--- config.mk ---
export PLATFORM = sky130hd
export DESIGN_NAME = fetch_unit_flat
export DESIGN_NICKNAME = d
export VERILOG_FILES = /design/src/rtl/fetch_unit_if.sv /design/src/rtl/fetch_unit.sv /design/src/flat_wrapper.sv
export SDC_FILE = /design/constraint.sdc
export NUM_CORES = 1
export LEC_CHECK = 0
export CORE_ASPECT_RATIO = 1.75
export CORE_MARGIN = 4
export CORE_UTILIZATION = 36
export DETAILED_ROUTE_END_ITERATION = 10
export HOLD_SLACK_MARGIN = 0.02
export PLACE_DENSITY = 0.79
export SYNTH_ARGS = -nofsm -noshare
export SYNTH_HDL_FRONTEND = slang
export SYNTH_SLANG_ARGS = --single-unit
--- constraint.sdc ---
create_clock -name clk -period 2.2 [get_ports clk]
set_input_delay 0.22 -clock clk [delete_from_list [all_inputs] [get_ports clk]]
set_output_delay 0.22 -clock clk [all_outputs]
set_load 0.02 [all_outputs]
--- src/rtl/fetch_unit_if.sv ---
// fetch_unit_if
// Bus between the fetch unit, the combinational instruction memory and the
// datapath.
//
//   pc        fetch unit -> memory    instruction address (6 bits)
//   instr_in  memory -> fetch unit    instruction word at pc, same cycle
//   ir        fetch unit -> datapath  instruction register
//   ir_valid  fetch unit -> datapath  high in EXEC cycles
//   br_zero   datapath -> fetch unit  register ir[12:10] is zero
//   stall     datapath -> fetch unit  hold the fetch unit in EXEC
//   halted    fetch unit -> outside   high in HALT
//   retired   fetch unit -> outside   retired instruction count
//
// Modports: master is the fetch unit side, slave is the memory/datapath side.
interface fetch_unit_if;
    logic [5:0]  pc;
    logic [15:0] instr_in;
    logic [15:0] ir;
    logic        ir_valid;
    logic        br_zero;
    logic        stall;
    logic        halted;
    logic [15:0] retired;

    modport master (
        output pc, ir, ir_valid, halted, retired,
        input  instr_in, br_zero, stall
    );

    modport slave (
        input  pc, ir, ir_valid, halted, retired,
        output instr_in, br_zero, stall
    );
endinterface

--- src/rtl/fetch_unit.sv ---
// fetch_unit
// Two-cycle FETCH/EXEC instruction sequencer with a terminal HALT state.
//
// Ports:
//   clk   rising-edge clock for all state
//   rst   synchronous active-high reset
//   bus   fetch_unit_if.master (pc, instr_in, ir, ir_valid, br_zero, stall,
//         halted, retired)
//
// Opcodes live in ir[15:13]: 3'b110 is a branch taken when br_zero is high,
// 3'b011 halts, everything else simply advances pc by one.
//
// Configuration macro: RETIRE_COUNT_EN. When defined, retired counts every
// instruction that leaves EXEC without a stall (the halt included). When not
// defined, retired is tied to zero and no counter register exists.
module fetch_unit (
    input  logic         clk,
    input  logic         rst,
    fetch_unit_if.master bus
);

    typedef enum logic [1:0] {
        FETCH = 2'd0,
        EXEC  = 2'd1,
        HALT  = 2'd2
    } state_t;

    localparam logic [2:0] OP_BRANCH = 3'b110;
    localparam logic [2:0] OP_HALT   = 3'b011;

    state_t      state;
    state_t      next_state;
    logic [5:0]  pc_q;
    logic [5:0]  pc_next;
    logic [15:0] ir_q;
    logic [15:0] ir_next;
    logic [2:0]  opcode;

    assign opcode = ir_q[15:13];

    // State, pc and ir registers. Reset wins over everything, including a
    // stalled EXEC or HALT.
    always_ff @(posedge clk) begin
        if (rst) begin
            state <= FETCH;
            pc_q  <= 6'd0;
            ir_q  <= 16'h0000;
        end else begin
            state <= next_state;
            pc_q  <= pc_next;
            ir_q  <= ir_next;
        end
    end

    // Next-state logic. FETCH latches the memory word; EXEC resolves the
    // instruction unless stalled. The branch adds only ir[5:0] because the
    // sign-extended 10-bit offset reduced mod 64 is exactly those bits, so
    // the 6-bit add wraps the same way. HALT holds everything until reset.
    always_comb begin
        next_state = state;
        pc_next    = pc_q;
        ir_next    = ir_q;
        case (state)
            FETCH: begin
                ir_next    = bus.instr_in;
                next_state = EXEC;
            end
            EXEC: begin
                if (!bus.stall) begin
                    if (opcode == OP_HALT) begin
                        next_state = HALT;
                    end else begin
                        if ((opcode == OP_BRANCH) && bus.br_zero) begin
                            pc_next = pc_q + ir_q[5:0];
                        end else begin
                            pc_next = pc_q + 6'd1;
                        end
                        next_state = FETCH;
                    end
                end
            end
            HALT: begin
                next_state = HALT;
            end
            default: begin
                next_state = FETCH;
            end
        endcase
    end

    assign bus.pc       = pc_q;
    assign bus.ir       = ir_q;
    assign bus.ir_valid = (state == EXEC);
    assign bus.halted   = (state == HALT);

`ifdef RETIRE_COUNT_EN
    logic [15:0] retired_q;
    logic        retire;

    assign retire = (state == EXEC) && !bus.stall;

    // Retired counter: one tick per unstalled EXEC exit, free-running wrap.
    always_ff @(posedge clk) begin
        if (rst) begin
            retired_q <= 16'h0000;
        end else if (retire) begin
            retired_q <= retired_q + 16'd1;
        end
    end

    assign bus.retired = retired_q;
`else
    assign bus.retired = 16'h0000;
`endif

endmodule
--- src/flat_wrapper.sv ---
// flat-port wrapper written by rule: the top's interface ports become plain ports
module fetch_unit_flat 
  (clk, rst, bus_pc, bus_ir, bus_ir_valid, bus_halted, bus_retired, bus_instr_in, bus_br_zero, bus_stall);
  fetch_unit_if bus_i ();
  input  logic clk;
  input  logic rst;
  output wire logic [$bits(bus_i.pc)-1:0] bus_pc;
  output wire logic [$bits(bus_i.ir)-1:0] bus_ir;
  output wire logic [$bits(bus_i.ir_valid)-1:0] bus_ir_valid;
  output wire logic [$bits(bus_i.halted)-1:0] bus_halted;
  output wire logic [$bits(bus_i.retired)-1:0] bus_retired;
  input wire logic [$bits(bus_i.instr_in)-1:0] bus_instr_in;
  input wire logic [$bits(bus_i.br_zero)-1:0] bus_br_zero;
  input wire logic [$bits(bus_i.stall)-1:0] bus_stall;
  assign bus_pc = bus_i.pc;
  assign bus_ir = bus_i.ir;
  assign bus_ir_valid = bus_i.ir_valid;
  assign bus_halted = bus_i.halted;
  assign bus_retired = bus_i.retired;
  assign bus_i.instr_in = bus_instr_in;
  assign bus_i.br_zero = bus_br_zero;
  assign bus_i.stall = bus_stall;
  fetch_unit u_core (.clk(clk), .rst(rst), .bus(bus_i));
endmodule
==> results of run 1 <==
-- how the worst min path moves through the flow --
stage                                   startpoint                             end  slack [ps]  cells after the start
finish               u_core.bus.ir[9]$_SDFFE_PP0N_   u_core.bus.ir[9]$_SDFFE_PP0N_         460                      2
global route        u_core.bus.ir[12]$_SDFFE_PP0N_  u_core.bus.ir[12]$_SDFFE_PP0N_         490                      2
detailed placement   u_core.bus.ir[8]$_SDFFE_PP0N_   u_core.bus.ir[8]$_SDFFE_PP0N_         450                      2
floorplan                                      rst  u_core.bus.ir[13]$_SDFFE_PP0N_         280                      1
global placement    u_core.bus.ir[12]$_SDFFE_PP0N_  u_core.bus.ir[12]$_SDFFE_PP0N_         440                      2
CTS                  u_core.bus.ir[9]$_SDFFE_PP0N_   u_core.bus.ir[9]$_SDFFE_PP0N_         460                      2
-- what timing repair did --
action	4_1_cts	5_1_grt
buffers inserted	0	1
hold buffers	0	0
pin swaps	0	3
gates resized for setup	2	7
endpoints found under the setup margin	2	2
-- flip-flops by register name, indices dropped and copies added (netlist names) --
name and flops:
u_core.bus.ir 16, u_core.bus.pc 6, u_core.state 2
-- cell usage after synthesis --
cell      count  area (µm²)
a211o_1       1       8.760
a211oi_1      2       15.01
a21o_1        3       22.52
a21oi_1      19       95.09
a21oi_2       1       8.760
a41oi_1       1       8.760
and2_1        4       25.02
and2b_1       1       7.510
and4b_1       1       10.01
buf_2         1       5.000
buf_4        16       120.1
clkbuf_1      4       15.01
conb_1        1       3.750
dfxtp_1      24       480.5
fa_1          1       20.02
ha_1          5       62.56
inv_1         1       3.750
mux2i_1       3       30.03
nand2_1      34       127.6
nand3_1       1       5.000
nand4b_1      1       8.760
nor2_1       10       37.54
nor2b_1       2       12.51
nor3_1        2       10.01
nor3b_2       1       12.51
o21ai_0       2       10.01
o21ai_2       1       8.760
or2_2         2       12.51
or2b_1        1       7.510
xnor2_1       2       17.52
-- stage by stage --
step                hold slack (ps)  instances
floorplan                     281.7        163
global placement              442.6        240
detailed placement            449.3        240
CTS                           464.6        244
global route                  490.2        245
finish                        461.0        245
-- power by group --
group	internal [mW]	switching (mW)
sequential	0.458	0.0161
combinational	0.0976	0.111
clock	0.160	0.138
total	0.715	0.266
-- critical path, stage by stage, from the launching register on --
cell,delay (ps)
dfxtp_2,330
and4b_1,220
and2_1,180
ha_1,310
a211oi_2,290
o21ai_1,140
a211o_1,280
a21o_1,190
a21oi_2,110
-- placed cells by master (no fill, tap or decap), types with 3 or more instances in the layout --
master	synthesis	layout
clkdlybuf4s50_1	0	42
nand2_1	34	34
dfxtp_1	24	21
a21oi_1	19	18
conb_1	1	16
buf_4	16	13
nor2_1	10	10
and2_1	4	4
ha_1	5	4
clkbuf_8	0	4
a21o_1	3	3
mux2i_1	3	3
dfxtp_2	0	3
-- layer usage --
metal	track usage, %	up-vias
li1	-	569
met1	13.37	504
met5	0	-
met3	1.066	10
met4	9.547	0
met2	26.35	44
-- logic make-up after synthesis --
group,share of synthesized area [%]
flops,39.63
buf+inv,11.87
fa+ha+maj,6.811
simple gates,22.81
compound gates,14.65
other cells,0.3093
mux,2.477
xor+xnor,1.445
-- cell type report --
type | instances | area (µm²) | area share [%]
Sequential cell | 24 | 484.2 | 26.91
Timing Repair Buffer | 56 | 530.5 | 29.49
Multi-Input combinational cell | 117 | 671.9 | 37.34
Inverter | 1 | 3.754 | 0.2086
Tap cell | 43 | 53.80 | 2.990
Clock buffer | 4 | 55.05 | 3.060
==> results by group, run 1 <==
Timing
  – Final setup vio count: 0
  – Clk_skew: approximately 3.3 ps
  – Final hold violations: 0
  – Fin crit share: 95.70%
  – Final WS setup: between 90 and 100 ps
  – Sum Neg Setup Slack: 0 ps
  – Fmax: around 0.47 GHz
  – Fin. max-slew vios: 0
  – Min Tclk post-route: 2105 ps
  – RSZ-0062 raised after global routing: yes

Drt
  – Met2 Routed Length: 1622 µm
  – DR vias/cell: about 4.6
  – DRC: 0
  – Drt total wl: between 2000 and 3000 µm
  – Max Used Layer: met4
  – Initial DRC count: 13
  – Met3 Wirelength: between 150 and 200 µm
  – Antenna Nets Post-Route: 0
  – Total iterations of the first detailed-routing run: 3
  – DR WL/cell: 11.91 µm
  – Metal-1 WL: roughly 1000 µm
  – Vias: approximately 1100

Worst setup path
  – FF-to-FF End: u_core.bus.pc[5]$_SDFFE_PP0P_
  – Worst R2R Start: u_core.bus.ir[14]$_SDFFE_PP0N_
  – R2R Setup Slk: between 90 and 100 ps
  – Worst-path maximum fanout: 3
  – Setup CP Type: reg -> reg
  – CP startpoint kind: flip-flop
  – Critical Path End: u_core.bus.pc[5]$_SDFFE_PP0P_
  – Critical Path End Type: flip-flop
  – Worst Path Arrival: 2310 ps
  – Required time of the worst setup path: between 2000 and 2500 ps
  – R2R depth: 8
  – CP startpoint: u_core.bus.ir[14]$_SDFFE_PP0N_

Placed design
  – Gpl congestion: between 0.7 and 0.8
  – Dpl hpwl: between 2000 and 2500 µm
  – Cell Area, Placed: around 1700 µm²
  – Port Buf Inserts: between 40 and 50
  – Dpl ws: -320.0 ps

Clocking
  – Max clock buf depth: 2
  – Worst skew pair latency: around 260 ps
  – H-tree level count: 1
  – Clock root cell: clkbuf_8
  – Num CTS Buffers: 3
  – Total clock sinks: 24
  – Clk slew on worst S/H paths: roughly 80 ps
  – CTS tree: yes

Die
  – Die Span Y: 84.77 µm
  – # IOs: 60
  – Initial Utilization: 37.78%
  – Row Count: 27
  – Die area: between 4000 and 5000 µm²
  – Die width: 51.87 µm
  – Core footprint: 3209 µm²

Pwr
  – Worst ir drop on vdd: 0.4868 mV
  – Total Power: 0.9807 mW
  – Power Density: roughly 550 nW/µm²
  – Leakage power: between 0.7 and 0.8 nW

GRT
  – Grt ovf: 0
  – Vias in the first global route: roughly 1100
  – Global Route Usage Sum: around 14%
  – Initial antenna violation count: 0
  – Largest net degree at the start of global routing: 25
  – First-pass GRT wire length: around 4700 µm

Finish
  – Cell area after layout: ~1800 µm²
  – Filler cells: about 290
  – Final Net Count: 229
  – Synth-to-layout area growth: 48.40%
  – # diodes: 0
  – Layout cell share with drive strength beyond 1: 14.85%
  – Final Util: roughly 56%

Yosys
  – Avg Cell Area, Syn: between 8 and 9 µm²
  – Syn Std Cell Area: 1212 µm²
  – Sequential share of the synthesized area: between 30 and 40%
  – Distinct cell type count after synthesis: 30
  – #FFs+latches synth: 24
  – Mapped Cells: ~150
  – YS warnings: 0

Min path
  – Min-Delay Path Class: reg -> reg

Job
  – Max_cap viols: 0

Run status
  – Status: finished clean
Power figures use the tool's default switching activity.
==> run 2: changes to the inputs <==
Settings changed: GPL_TIMING_DRIVEN set to 0.
==> results by group, run 2 (synthesis results as in run 1) <==
Die
  – Core footprint: 3209 µm² (unchanged)
  – Die width: 51.87 µm (unchanged)
  – Initial Utilization: 37.78% (unchanged)
  – Die area: 4397 µm² (unchanged)
  – Die Span Y: 84.77 µm (unchanged)
  – # IOs: 60 (unchanged)
  – Row Count: 27 (unchanged)

Worst setup path
  – Critical Path End: u_core.bus.pc[5]$_SDFFE_PP0P_
  – Worst path bufs/invs: 0 (unchanged)
  – CP startpoint kind: flip-flop
  – FF-to-FF End: u_core.bus.pc[5]$_SDFFE_PP0P_
  – Worst-path maximum fanout: 5 (+2)
  – Crit. path cell count: 8 (unchanged)
  – Required time of the worst setup path: 2400 ps (about the same)
  – Slowest-stage cell, CP: dfxtp_4
  – Worst Path Arrival: 2370 ps (+60 ps)
  – CP max stage delay: 370 ps (+40 ps)
  – Critical path's top delay family: compound AO/OA/AOI/OAI gates
  – Worst R2R Start: u_core.bus.ir[14]$_SDFFE_PP0N_
  – Worst path cell trace: and4b_2 -> and2_4 -> ha_1 -> a211oi_2 -> o21ai_1 -> a211o_1 -> a21o_1 -> a21oi_2
  – Critical Path End Type: flip-flop
  – R2R depth: 8 (unchanged)
  – R2R Setup Slk: 20 ps (-70 ps)
  – Setup CP Type: reg -> reg
  – CP startpoint: u_core.bus.ir[14]$_SDFFE_PP0N_

Drt
  – Met3 Wirelength: 183 µm (+21%)
  – DR vias/cell: 4.562 (-0.83%)
  – Total iterations of the first detailed-routing run: 4 (+1)
  – Max Used Layer: met4
  – Met2 Routed Length: 1794 µm (+11%)
  – Metal-1 WL: 1100 µm (+7.0%)
  – DR WL/cell: 12.14 µm (+2.0%)
  – Antenna Nets Post-Route: 0 (unchanged)
  – Vias: 1177 (+4.4%)
  – Drt total wl: 3133 µm (+7.4%)
  – Initial DRC count: 17 (+4)
  – DRC: 0 (unchanged)

Pwr
  – Internal: 0.7322 mW (+2.4%)
  – Power Density: 529.7 nW/µm² (-2.8%)
  – Sequential power share: 47.2% (-1.1 points)
  – Clock power frac: 29.7% (-0.7 points)
  – Sw power: 0.2726 mW (+2.6%)
  – Comb pwr share: 23.2% (+1.9 points)
  – Leakage power: 0.8370 nW (+6.7%)
  – Worst ir drop on vdd: 0.3783 mV (-22%)
  – Switching Share: 27.13% (+0.045 points)

Finish
  – # diodes: 0 (unchanged)
  – Combined area of the multi-input logic cells: 684.4 µm² (+1.9%)
  – Max reg flops: 16 (unchanged)
  – FF+latch area: 489.2 µm² (+1.0%)
  – Post-Layout Cell Count: 258 (+5.3%)
  – Cell area after layout: 1897 µm² (+5.4%)
  – Layout cell share with drive strength beyond 1: 19.07% (+4.2 points)
  – Commonest non-fill, non-tap cell in the layout: clkdlybuf4s50_1
  – Filler cells: 303 (+4.1%)
  – Synth-to-layout area growth: 56.45%
  – Final Net Count: 242 (+5.7%)
  – Most frequent cells in the layout: 42 x clkdlybuf4s50_1, 34 x nand2_1, 21 x buf_4, 21 x dfxtp_1, 18 x a21oi_1

Placed design
  – Dpl hpwl: 2379 µm (+4.9%)
  – Cell Area, Placed: 1757 µm² (+2.9%)
  – Port Buf Inserts: 43 (unchanged)
  – Placed Cells incl. Taps: 249 (+3.8%)
  – Gpl congestion: 0.7485 (-1.9%)

Clocking
  – Clock root cell: clkbuf_8
  – Max clock buf depth: 2 (unchanged)
  – H-tree level count: 1 (unchanged)
  – Num CTS Buffers: 3 (unchanged)
  – Cts hold-fix bufs: 0 (unchanged)
  – Clk slew on worst S/H paths: 90 ps (about the same)
  – Total clock sinks: 24 (unchanged)
  – CTS tree: yes
  – Worst skew pair latency: 260 ps (about the same)

Min path
  – Min-Delay Path Class: reg -> reg

GRT
  – Initial antenna violation count: 0 (unchanged)
  – Grt ovf: 0 (unchanged)
  – Vias in the first global route: 1123 (+5.5%)
  – Global Route Usage Sum: 14.92% (+0.93 points)
  – First-pass GRT wire length: 4968 µm (+6.2%)
  – Largest net degree at the start of global routing: 14 (-44%)

Timing
  – Final hold violations: 0 (unchanged)
  – Slew HR: a little under two thirds
  – Worst slew pin tran: ~540 ps
  – Fin crit share: 98.92% (+3.2 points)
  – Fmax: 0.4595 GHz (-3.3%)
  – Final setup vio count: 0 (unchanged)
  – Clk_skew: 6.767 ps (+3.462 ps)
  – Min Tclk post-route: 2176 ps (+70.84 ps)
  – Fin. max-slew vios: 0 (unchanged)
  – RSZ-0062 raised after global routing: yes

Run status
  – Status: finished clean

Job
  – Max_cap viols: 0 (unchanged)
run 2: cell count changes in the layout (fill, tap and decap cells not counted), moves of 2 or more:
| cell | previous run | this run |
|---|---|---|
| buf_4 | 13 | 21 |
| clkbuf_1 | 0 | 4 |
| dfxtp_2 | 3 | 1 |
| dfxtp_4 | 0 | 2 |
run 2: repair_timing:
item | in CTS | in global routing
pin swaps | 2 | 3
endpoints found under the hold margin | 0 | 0
setup endpoints to repair | 2 | 2
setup buffers | 2 | 3
resized for setup | 7 | 5
run 2: layout make-up:
class                      instances  share of cell area [%]
buffer                            21                   7.388
tap                               43                   2.836
clock buffer                       4                   2.902
multi-input combinational        117                   36.08
sequential                        24                   25.79
inverter                           1                  0.1979
timing repair buffer              48                   24.80
run 2: stage by stage:
stage	utilization, %	setup WS, ps	setup TNS (ps)	total power [mW]	hold slack (ps)
after floorplan	-	26.81	0	0.6105	281.7
after global placement	54.74	-444.1	-1185	0.7055	440.6
after detailed placement	54.74	-483.3	-1342	0.7078	446.9
after CTS	57.86	4.024	0	1.003	456.8
after global routing	59.10	-103.9	-206.2	1.049	484.7
final	59.10	23.86	0	1.005	455.4
run 2: worst min path at each step:
stage	start	end	cells past startpoint	slack, ps
after global placement	u_core.bus.ir[8]$_SDFFE_PP0N_	u_core.bus.ir[8]$_SDFFE_PP0N_	2	440
after detailed placement	u_core.bus.ir[8]$_SDFFE_PP0N_	u_core.bus.ir[8]$_SDFFE_PP0N_	2	450
final	u_core.bus.ir[8]$_SDFFE_PP0N_	u_core.bus.ir[8]$_SDFFE_PP0N_	2	460
after CTS	u_core.bus.ir[7]$_SDFFE_PP0N_	u_core.bus.ir[7]$_SDFFE_PP0N_	2	460
after global routing	u_core.bus.ir[6]$_SDFFE_PP0N_	u_core.bus.ir[6]$_SDFFE_PP0N_	2	480
after floorplan	rst	u_core.bus.ir[13]$_SDFFE_PP0N_	1	280
run 2: worst min-delay path, cell delays in order, from the launching register on:
cell	delay, ps
dfxtp_1	310
nand2_1	50
a21oi_1	50
run 2: layer usage:
| layer | track usage, % | vias to the layer above |
|---|---|---|
| met4 | 7.876 | 0 |
| met2 | 29.10 | 36 |
| met1 | 13.86 | 541 |
| li1 | - | 596 |
| met5 | 0 | - |
| met3 | 1.954 | 4 |
run 2: power by group through the flow:
stage                     Combinational, mW  Clock (mW)  Sequential, mW
after detailed placement              0.222           0           0.486
after floorplan                       0.102           0           0.509
after CTS                             0.227       0.302           0.474
final                                 0.233       0.298           0.474
after global placement                0.221           0           0.485
after global routing                  0.251       0.320           0.478
